File: config.mk
export PLATFORM = sky130hd
export DESIGN_NAME = tsqr_tile_feeder
export DESIGN_NICKNAME = d
export VERILOG_FILES = /design/src/rtl/tsqr_pkg.sv /design/src/rtl/tsqr_credit_cnt.sv /design/src/rtl/tsqr_tile_feeder.sv
export SDC_FILE = /design/constraint.sdc
export NUM_CORES = 1
export LEC_CHECK = 0
export CORE_AREA = 2 2 487 489
export DETAILED_ROUTE_END_ITERATION = 8
export DIE_AREA = 0 0 489 491
export PLACE_DENSITY = 0.38
export SLEW_MARGIN = 20
export SYNTH_ARGS = -nofsm -noshare
export SYNTH_HDL_FRONTEND = slang
export SYNTH_SLANG_ARGS = --single-unit
File: constraint.sdc
create_clock -name clk -period 2.87 [get_ports clk]
set_input_delay 0.861 -clock clk [delete_from_list [all_inputs] [get_ports clk]]
set_output_delay 0.861 -clock clk [all_outputs]
set_load 0.01 [all_outputs]
File: src/rtl/tsqr_pkg.sv
// Shared constants and types for the TSQR tile front end.
// Latency: n/a (types and constants only).
// Backpressure: n/a.
package tsqr_pkg;

   localparam int MATRIX_WIDTH   = 8;    // rows per tile
   localparam int RAM_WIDTH      = 256;  // one ug/pg row word
   localparam int CNT_WIDTH      = 16;   // tile count width
   localparam int RAM_ADDR_WIDTH = 16;   // source memory address width
   localparam int CREDIT_WIDTH   = 4;    // tile-finished credit counter width

   typedef enum logic [1:0] {
      IDLE    = 2'd0,
      FEED    = 2'd1,
      WAIT_FI = 2'd2,
      DRAIN   = 2'd3
   } feeder_state_t;

   // Per-row scalars travel together through the output register.
   typedef struct packed {
      logic [31:0] e_ug;
      logic [31:0] e_pg;
      logic [31:0] e_upg;
   } tsqr_scalars_t;

endpackage

File: src/rtl/tsqr_credit_cnt.sv
// Saturating up/down credit counter; simultaneous inc and dec cancel out.
// Latency: count updates on the next clock edge; cnt_nxt exposes the pending value.
// Backpressure: none; saturates at all-ones and at zero instead of wrapping.
module tsqr_credit_cnt #(
   parameter int WIDTH = 4
) (
   input  logic             clk,
   input  logic             rst,
   input  logic             load,
   input  logic [WIDTH-1:0] load_val,
   input  logic             inc,
   input  logic             dec,
   output logic [WIDTH-1:0] cnt,
   output logic [WIDTH-1:0] cnt_nxt
);

   // Next count: load wins, then a lone inc or a lone dec, saturating at both ends.
   always_comb begin
      cnt_nxt = cnt;
      if (load) begin
         cnt_nxt = load_val;
      end else if (inc && !dec) begin
         if (cnt != '1) cnt_nxt = cnt + WIDTH'(1);
      end else if (dec && !inc) begin
         if (cnt != '0) cnt_nxt = cnt - WIDTH'(1);
      end
   end

   // Count register.
   always_ff @(posedge clk) begin
      if (rst) cnt <= '0;
      else     cnt <= cnt_nxt;
   end

endmodule

File: src/rtl/tsqr_tile_feeder.sv
// Streams U/P tiles from a source row memory into the TSQR core; tile 0 also carries e_* scalars.
// Latency: first row reaches ug_i two cycles after start; one row per cycle while credits last.
// Backpressure: after PRELOAD tiles, each new tile waits for a core_tile_fi credit (WAIT_FI stalls reads).
module tsqr_tile_feeder #(
   parameter int MATRIX_WIDTH = tsqr_pkg::MATRIX_WIDTH,
   parameter int RAM_WIDTH    = tsqr_pkg::RAM_WIDTH,
   parameter int CNT_WIDTH    = tsqr_pkg::CNT_WIDTH,
   parameter int ADDR_WIDTH   = tsqr_pkg::RAM_ADDR_WIDTH,
   parameter int PRELOAD      = 3
) (
   input  logic                  clk,
   input  logic                  rst,
   input  logic                  start,
   input  logic [CNT_WIDTH-1:0]  tile_no,
   input  logic                  core_tile_fi,
   output logic                  src_rd_en,
   output logic [ADDR_WIDTH-1:0] src_rd_addr,
   input  logic [RAM_WIDTH-1:0]  src_ug_data,
   input  logic [RAM_WIDTH-1:0]  src_pg_data,
   input  logic [31:0]           src_e_ug,
   input  logic [31:0]           src_e_pg,
   input  logic [31:0]           src_e_upg,
   output logic [RAM_WIDTH-1:0]  ug_i,
   output logic [RAM_WIDTH-1:0]  pg_i,
   output logic                  ug_ready,
   output logic                  pg_ready,
   output logic [31:0]           e_ug,
   output logic [31:0]           e_pg,
   output logic [31:0]           e_upg,
   output logic                  e_ug_ready,
   output logic                  e_pg_ready,
   output logic                  e_upg_ready,
   output logic                  busy,
   output logic                  done
);
   import tsqr_pkg::*;

   // MATRIX_WIDTH must be a power of two: the row index is the low address bits.
   localparam int ROW_W  = $clog2(MATRIX_WIDTH);
   localparam int CRED_W = CREDIT_WIDTH;

   feeder_state_t         state;
   logic [CNT_WIDTH-1:0]  tile_total;
   logic [CNT_WIDTH-1:0]  tile_idx;
   logic [ROW_W-1:0]      row_idx;
   logic [CRED_W-1:0]     credits;
   logic [CRED_W-1:0]     credits_nxt;
   logic                  accept;
   logic                  last_row;
   logic                  last_tile;
   logic                  row_vld_q;
   logic                  e_vld_q;
   logic [RAM_WIDTH-1:0]  ug_q;
   logic [RAM_WIDTH-1:0]  pg_q;
   tsqr_scalars_t         scal_q;
   logic [CNT_WIDTH+ROW_W-1:0] addr_full;

   assign accept    = (state == IDLE) && start && (tile_no != '0);
   assign last_row  = (row_idx == ROW_W'(MATRIX_WIDTH - 1));
   assign last_tile = (tile_idx == tile_total - CNT_WIDTH'(1));

   assign src_rd_en   = (state == FEED);
   assign addr_full   = {tile_idx, row_idx};
   assign src_rd_addr = ADDR_WIDTH'(addr_full);
   assign busy        = (state != IDLE);

   // One credit is spent on each tile's row-0 read; fi pulses only count once launched.
   tsqr_credit_cnt #(.WIDTH(CRED_W)) u_credit (
      .clk      (clk),
      .rst      (rst),
      .load     (accept),
      .load_val (CRED_W'(PRELOAD)),
      .inc      (core_tile_fi && (state != IDLE)),
      .dec      (src_rd_en && (row_idx == '0)),
      .cnt      (credits),
      .cnt_nxt  (credits_nxt)
   );

   // Sequencer: launch, per-row read walk, credit gating between tiles, drain and done.
   always_ff @(posedge clk) begin
      if (rst) begin
         state      <= IDLE;
         tile_total <= '0;
         tile_idx   <= '0;
         row_idx    <= '0;
         done       <= 1'b0;
      end else begin
         done <= 1'b0;
         case (state)
            IDLE: begin
               if (start) begin
                  if (tile_no != '0) begin
                     tile_total <= tile_no;
                     tile_idx   <= '0;
                     row_idx    <= '0;
                     state      <= FEED;
                  end else begin
                     done <= 1'b1;
                  end
               end
            end
            FEED: begin
               row_idx <= row_idx + ROW_W'(1);
               if (last_row) begin
                  if (last_tile) begin
                     state <= DRAIN;
                  end else begin
                     tile_idx <= tile_idx + CNT_WIDTH'(1);
                     // Include an fi arriving this very cycle so it does not cost a bubble.
                     state    <= (credits_nxt != '0) ? FEED : WAIT_FI;
                  end
               end
            end
            WAIT_FI: begin
               if (credits != '0) state <= FEED;
            end
            DRAIN: begin
               done  <= 1'b1;
               state <= IDLE;
            end
            default: state <= IDLE;
         endcase
      end
   end

   // Output register: capture returned row data on the edge closing each read cycle, hold otherwise.
   always_ff @(posedge clk) begin
      if (rst) begin
         row_vld_q <= 1'b0;
         e_vld_q   <= 1'b0;
         ug_q      <= '0;
         pg_q      <= '0;
         scal_q    <= '0;
      end else begin
         row_vld_q <= src_rd_en;
         e_vld_q   <= src_rd_en && (tile_idx == '0);
         if (src_rd_en) begin
            ug_q         <= src_ug_data;
            pg_q         <= src_pg_data;
            scal_q.e_ug  <= src_e_ug;
            scal_q.e_pg  <= src_e_pg;
            scal_q.e_upg <= src_e_upg;
         end
      end
   end

   assign ug_i        = ug_q;
   assign pg_i        = pg_q;
   assign ug_ready    = row_vld_q;
   assign pg_ready    = row_vld_q;
   assign e_ug        = scal_q.e_ug;
   assign e_pg        = scal_q.e_pg;
   assign e_upg       = scal_q.e_upg;
   assign e_ug_ready  = e_vld_q;
   assign e_pg_ready  = e_vld_q;
   assign e_upg_ready = e_vld_q;

endmodule

# Word-level counts from Yosys, hierarchy flattened
# Index checks and enable logic that the tools add are counted.
op_classes:
  n_eq_ne: 11
  addsub: 5
  n_mux: 23
  n_reduce_logical: 21
op_table:
  columns: ["operator", "n"]
  rows:
  - ["$mux W16", 4]
  - ["$pmux W16 S2", 1]
  - ["$mux W4", 5]
  - ["$add A16 B1 Y16 const B", 1]
  - ["$eq A16 B16 Y1", 1]
  - ["$logic_not A16 Y1", 1]
  - ["$reduce_bool A16 Y1", 1]
  - ["$sub A16 B1 Y16 const B", 1]
  - ["$mux W2", 6]
  - ["$pmux W2 S4", 1]
  - ["$reduce_bool A4 Y1", 2]
  - ["$logic_and A1 B1 Y1", 7]
  - ["$mux W3", 2]
  - ["$ne A2 B2 Y1 const B", 3]
  - ["$pmux W3 S2", 1]
  - ["$reduce_and A3 Y1", 2]
  - ["$reduce_and A5 Y1", 1]
  - ["$add A4 B1 Y4 const B", 1]
  - ["$eq A2 B2 Y1 const B", 2]
  - ["$ne A2 B1 Y1 const B", 2]
  - ["$ne A4 B4 Y1 const B", 1]
  - ["$reduce_and A4 Y1", 1]
  - ["$reduce_bool A2 Y1", 2]
  - ["$sub A4 B1 Y4 const B", 1]
  - ["other kinds (8)", 10]
word_totals:
  ff_bits: 652
  out_inout_bits: 632
  inputBits: 628

# Longest topological paths before layout
depth:
  ltp_word: 12
  mapped_depth: 11
  mapped_depth_nobuf: 9

# Cells and area by module
# Synthesis repeated with hierarchy kept, for this count alone.
hier_totals:
  hier_cells: 2348
  hier_area_um2: 24063.1
modules_own_cells:
  columns: ["mod", "cells_per_inst", "area_per_inst_um2", "n_inst", "seq_area_each_um2"]
  rows:
  - ["tsqr_tile_feeder", 2296, 23666.4, 1, 12972.4]
  - ["tsqr_credit_cnt", 52, 396.6, 1, 80.1]

# Least setup slack after synthesis
# OpenSTA, ideal clock, no wires.
synth_timing:
  kind: "input -> register"
  from: "in tile_no[13]"
  to: "reg tile_total[0]"
  setup_ns: 0.128
  t_required_ns: 2.742
  t_arrival_ns: 2.570
  path_buffers: 2
  path_stages: 6
  setup_slack_ns: 0.172
  path_cell_list: "nor4_1 a41o_1 buf_1 clkbuf_1 mux2i_1 nor2_1"
synth_via:
  elab_chain_len: 2
synth_lines:
  columns: ["element", "line_no", "rtl"]
  rows:
  - ["start, declared", "tsqr_tile_feeder.sv:14", "input logic [CNT_WIDTH-1:0] tile_no,"]
  - ["$reduce_bool A16 Y1", "tsqr_tile_feeder.sv:92", "if (tile_no != '0) begin"]
  - ["$reduce_and A3 Y1 (no line)", null, null]
  - ["end signal, assigned", "tsqr_tile_feeder.sv:93", "tile_total <= tile_no;"]
  - ["end, declared", "tsqr_tile_feeder.sv:43", "logic [CNT_WIDTH-1:0] tile_total;"]
# Every way passes these cells.
# A chain may end at the register's enable or synchronous reset.

# Final worst setup path
layout_timing:
  from: "reg tile_total[0]"
  to: "reg tile_idx[14]"
layout_via:
  elab_chain_len: 4
layout_lines:
  columns: ["element", "line_no", "rtl"]
  rows:
  - ["$sub A16 B1 Y16", "tsqr_tile_feeder.sv:60", "assign last_tile = (tile_idx == tile_total - CNT_WIDTH'(1));"]
  - ["$eq A16 B16 Y1", "tsqr_tile_feeder.sv:60", null]
  - ["$ne A2 B2 Y1 (no line)", null, null]
  - ["$reduce_and A5 Y1 (no line)", null, null]
  - ["end signal, assigned", "tsqr_tile_feeder.sv:108", "tile_idx <= tile_idx + CNT_WIDTH'(1);"]
  - ["end, declared", "tsqr_tile_feeder.sv:44", "logic [CNT_WIDTH-1:0] tile_idx;"]
# Every way passes these cells.

==> flow_metrics.py <==
metrics = {
    "outcome": {
        "outcome": "finished clean",
    },
    "clocking": {
        "cts_post_setup_buffers_inserted": 0,
        "clk_latency_ns": 0.73,
        "clockRootBuffer": "sky130_fd_sc_hd__clkbuf_16",
        "clkSlewWorstSetupHoldPaths_ns": 0.06,
        "tritoncts": "built",
        "cts-buffers-inserted": 87,
        "ctsHtreeMaxLevel": 3,
        "numClockSinks": 652,
        "maximum_clock_insertion_buffer_count": 3,
    },
    "power": {
        "comb_power_share": 0.412,
        "pwr_cell_area_nw_per_um2": 914,
        "pwr-share-clk": 0.272,
        "power.ir.vdd_worst_mv": 0.650,
        "leakage_uw": 0.0159,
        "total_power_uw": 39800,
        "power_switching_share": 0.347,
        "cellInternalPower_uw": 26000,
        "p_seq_frac": 0.315,
        "power_spent_charging_and_discharging_nets_uw": 13800,
    },
    "synthesis": {
        "yosysWarnings": 0,
        "synth_nets": 2956,
        "synthesis.area_per_instance_sq_um": 10.4,
        "ys_seq_area_frac": 0.544,
        "postSynthRegisterBits": 652,
        "synthTopCellsByArea": "sky130_fd_sc_hd__dfxtp_1 (54%), sky130_fd_sc_hd__mux2i_1 (26%), sky130_fd_sc_hd__nor2_1 (10%)",
        "post-synth-top-area-fraction": 0.544,
        "synth_cell_type_count": 57,
        "ys_top_cells_by_count": "sky130_fd_sc_hd__dfxtp_1 (652), sky130_fd_sc_hd__nor2_1 (647), sky130_fd_sc_hd__mux2i_1 (625)",
        "asyncSetResetFlopFracSynth": 0,
        "syn-instance-count": 2316,
        "yosys.area.top_type": "sky130_fd_sc_hd__dfxtp_1",
        "synth_flop_cell": "sky130_fd_sc_hd__dfxtp_1",
        "synthesized_cell_area_sq_um": 24000,
        "synth.most_common_cell": "sky130_fd_sc_hd__dfxtp_1",
        "synth_enable_flop_cells": 0,
    },
    "sta": {
        "slew_headroom": 0.202,
        "final.setup.worst_slack_ns": 0.0932,
        "whs_ns": 0.488,
        "grt_setup_unrepaired": "yes",
        "final-hold-violation-count": 0,
        "worst-slew-pin-transition_ns": 1.20,
        "timing.fmax_mhz": 360,
        "finClkSkew_ns": 0.0216,
        "slew_viol_final": 0,
        "final.min_clock_period_ns": 2.78,
        "timing.final.setup_violations": 0,
        "period_share": 0.968,
    },
    "grt": {
        "grt_antenna_before_repair": 101,
        "groute.usage.overall": 0.115,
        "first_global_vias": 21500,
        "grt_first_pass_wirelength_um": 191000,
        "maximum_number_of_pins_on_one_net_before_global_route_repair": 109,
        "global_route.overflow_total": 0,
    },
    "floorplanning": {
        "initial_utilization": 0.102,
        "pin_count": 1260,
        "core_area_sq_um": 235000,
        "die-height_um": 491,
        "die_w_um": 489,
        "rows": 178,
        "floorplan.die_area_sq_um": 240000,
    },
    "job": {
        "max_cap_viol_count": 0,
    },
    "drt": {
        "vias": 21800,
        "firstDrtPassIters": 7,
        "postRouteWirelength_um": 144000,
        "average_wire_length_per_cell_after_detail_routing_um": 21.2,
        "drc_errors": 0,
        "post_drt_via_cell_ratio": 3.21,
        "detail-route-antenna-nets": 0,
        "iteration_0_drc_markers": 988,
    },
    "placed_design": {
        "place_ws_ns": -0.336,
        "placed_cell_area_sq_um": 40600,
        "io_buffer_count": 1259,
        "gp_congestion": 0.814,
        "dp.final_hpwl_um": 117000,
    },
    "worst_hold_path": {
        "hold_class": "flop to flop",
    },
    "setup_path": {
        "worst-endpoint-arrival_ns": 3.42,
        "crit_type": "flop to flop",
        "critical_path_peak_fanout": 31,
        "setup.worst_path.end_class": "flop",
        "crit_path_start_kind": "flop",
        "critPathRequiredTime_ns": 3.51,
    },
    "layout": {
        "final_area_sq_um": 43500,
        "areaGrowthSynthToFinish_pct": 81.2,
        "layout.nets": 4214,
        "finalCoreUtilization": 0.185,
        "fraction_of_layout_cells_with_a_size_suffix_above_1": 0.0622,
    },
}
-- power by group through the flow --
stage	registers (uW)	clock network [uW]	logic [uW]
2_1_floorplan	13400	0	7770
3_3_place_gp	12700	0	16500
3_5_place_dp	12700	0	16600
4_1_cts	12600	11400	16700
5_1_grt	12800	11700	17600
6_report	12500	10800	16400
-- final timing paths --
path | slack [ns] | depth (start not counted) | startpoint | endpoint
max | 0.09 | 9 | tile_total[0] | tile_idx[14]
min | 0.49 | 2 | pg_i[69] | pg_i[69]
max reg2reg | 0.09 | 9 | tile_total[0] | tile_idx[14]
min reg2reg | 0.49 | 2 | pg_i[69] | pg_i[69]
-- cell families after synthesis --
family | synth area share
AND/OR/NAND/NOR | 0.130
flip-flops | 0.544
multiplexers | 0.261
buffers and inverters | 0.0335
AO/OA/AOI/OAI | 0.0174
XOR/XNOR | 0.00876
adder cells (fa/ha/maj) | 0.00626
-- stage by stage --
stage                     TNS, ns  instances
after floorplan                 0       2316
after global placement      -5.06       6635
after detailed placement    -4.83       6635
after CTS                       0       6781
after global routing      -0.0407       6783
final                           0       6814
-- placed cells by master (no fill, tap or decap), types with 10 or more instances in the layout --
cell / instances
sky130_fd_sc_hd__nand4_1: 10
sky130_fd_sc_hd__clkbuf_1: 25
sky130_fd_sc_hd__nand3_1: 12
sky130_fd_sc_hd__or3_1: 12
sky130_fd_sc_hd__xnor2_1: 15
sky130_fd_sc_hd__clkdlybuf4s50_1: 1255
sky130_fd_sc_hd__mux2i_1: 625
sky130_fd_sc_hd__nor4_1: 10
sky130_fd_sc_hd__diode_2: 33
sky130_fd_sc_hd__clkbuf_16: 87
sky130_fd_sc_hd__o21ai_0: 12
sky130_fd_sc_hd__clkbuf_8: 15
sky130_fd_sc_hd__nand2_1: 14
sky130_fd_sc_hd__a21oi_1: 17
sky130_fd_sc_hd__buf_4: 67
sky130_fd_sc_hd__buf_12: 15
sky130_fd_sc_hd__ha_1: 10
sky130_fd_sc_hd__nor2_1: 647
sky130_fd_sc_hd__dfxtp_1: 645
sky130_fd_sc_hd__or4_1: 12
sky130_fd_sc_hd__inv_1: 14
-- area by class of cell --
type | count | area (sq um)
antenna | 33 | 82.6
clock buffer | 127 | 2480
clock inverter | 19 | 274
fill | 26000 | 191000
inverter | 14 | 52.6
multi-input combinational | 1478 | 10200
sequential | 652 | 13100
tap | 3150 | 3940
timing repair buffer | 1341 | 13400
-- timing repair --
item	in CTS	in global routing
resized for setup	9	11
gates cloned	0	0
endpoints found under the hold margin	0	0
hold buffers	0	0
endpoints found under the setup margin	5	20
pin swaps	0	1
-- critical path: stages, from the launching register on --
cell	delay, ns
sky130_fd_sc_hd__dfxtp_2	0.34
sky130_fd_sc_hd__buf_4	0.14
sky130_fd_sc_hd__or4_1	0.67
sky130_fd_sc_hd__nor4_4	0.33
sky130_fd_sc_hd__xnor2_1	0.15
sky130_fd_sc_hd__a211oi_1	0.06
sky130_fd_sc_hd__and4_4	0.18
sky130_fd_sc_hd__buf_12	0.16
sky130_fd_sc_hd__or4_1	0.51
sky130_fd_sc_hd__a21oi_1	0.15
-- state kept, by name (all words and copies together) (netlist names) --
register and flops:
pg_ready 1, e_pg_ready 1, e_upg 32, tile_idx 16, state 2, done 1
pg_i 256, e_pg 32, u_credit.cnt 4, ug_i 256, e_ug 32, tile_total 16
row_idx 3
-- routing by layer --
| metal | vias to the layer above | wire length, um | GRT usage |
|---|---|---|---|
| li1 | 10400 | - | - |
| met1 | 10200 | 59200 | 0.137 |
| met2 | 975 | 64900 | 0.184 |
| met3 | 217 | 16400 | 0.0536 |
| met4 | 72 | 3190 | 0.0270 |
| met5 | - | 448 | 0 |
(Power assumes the default switching activity.)
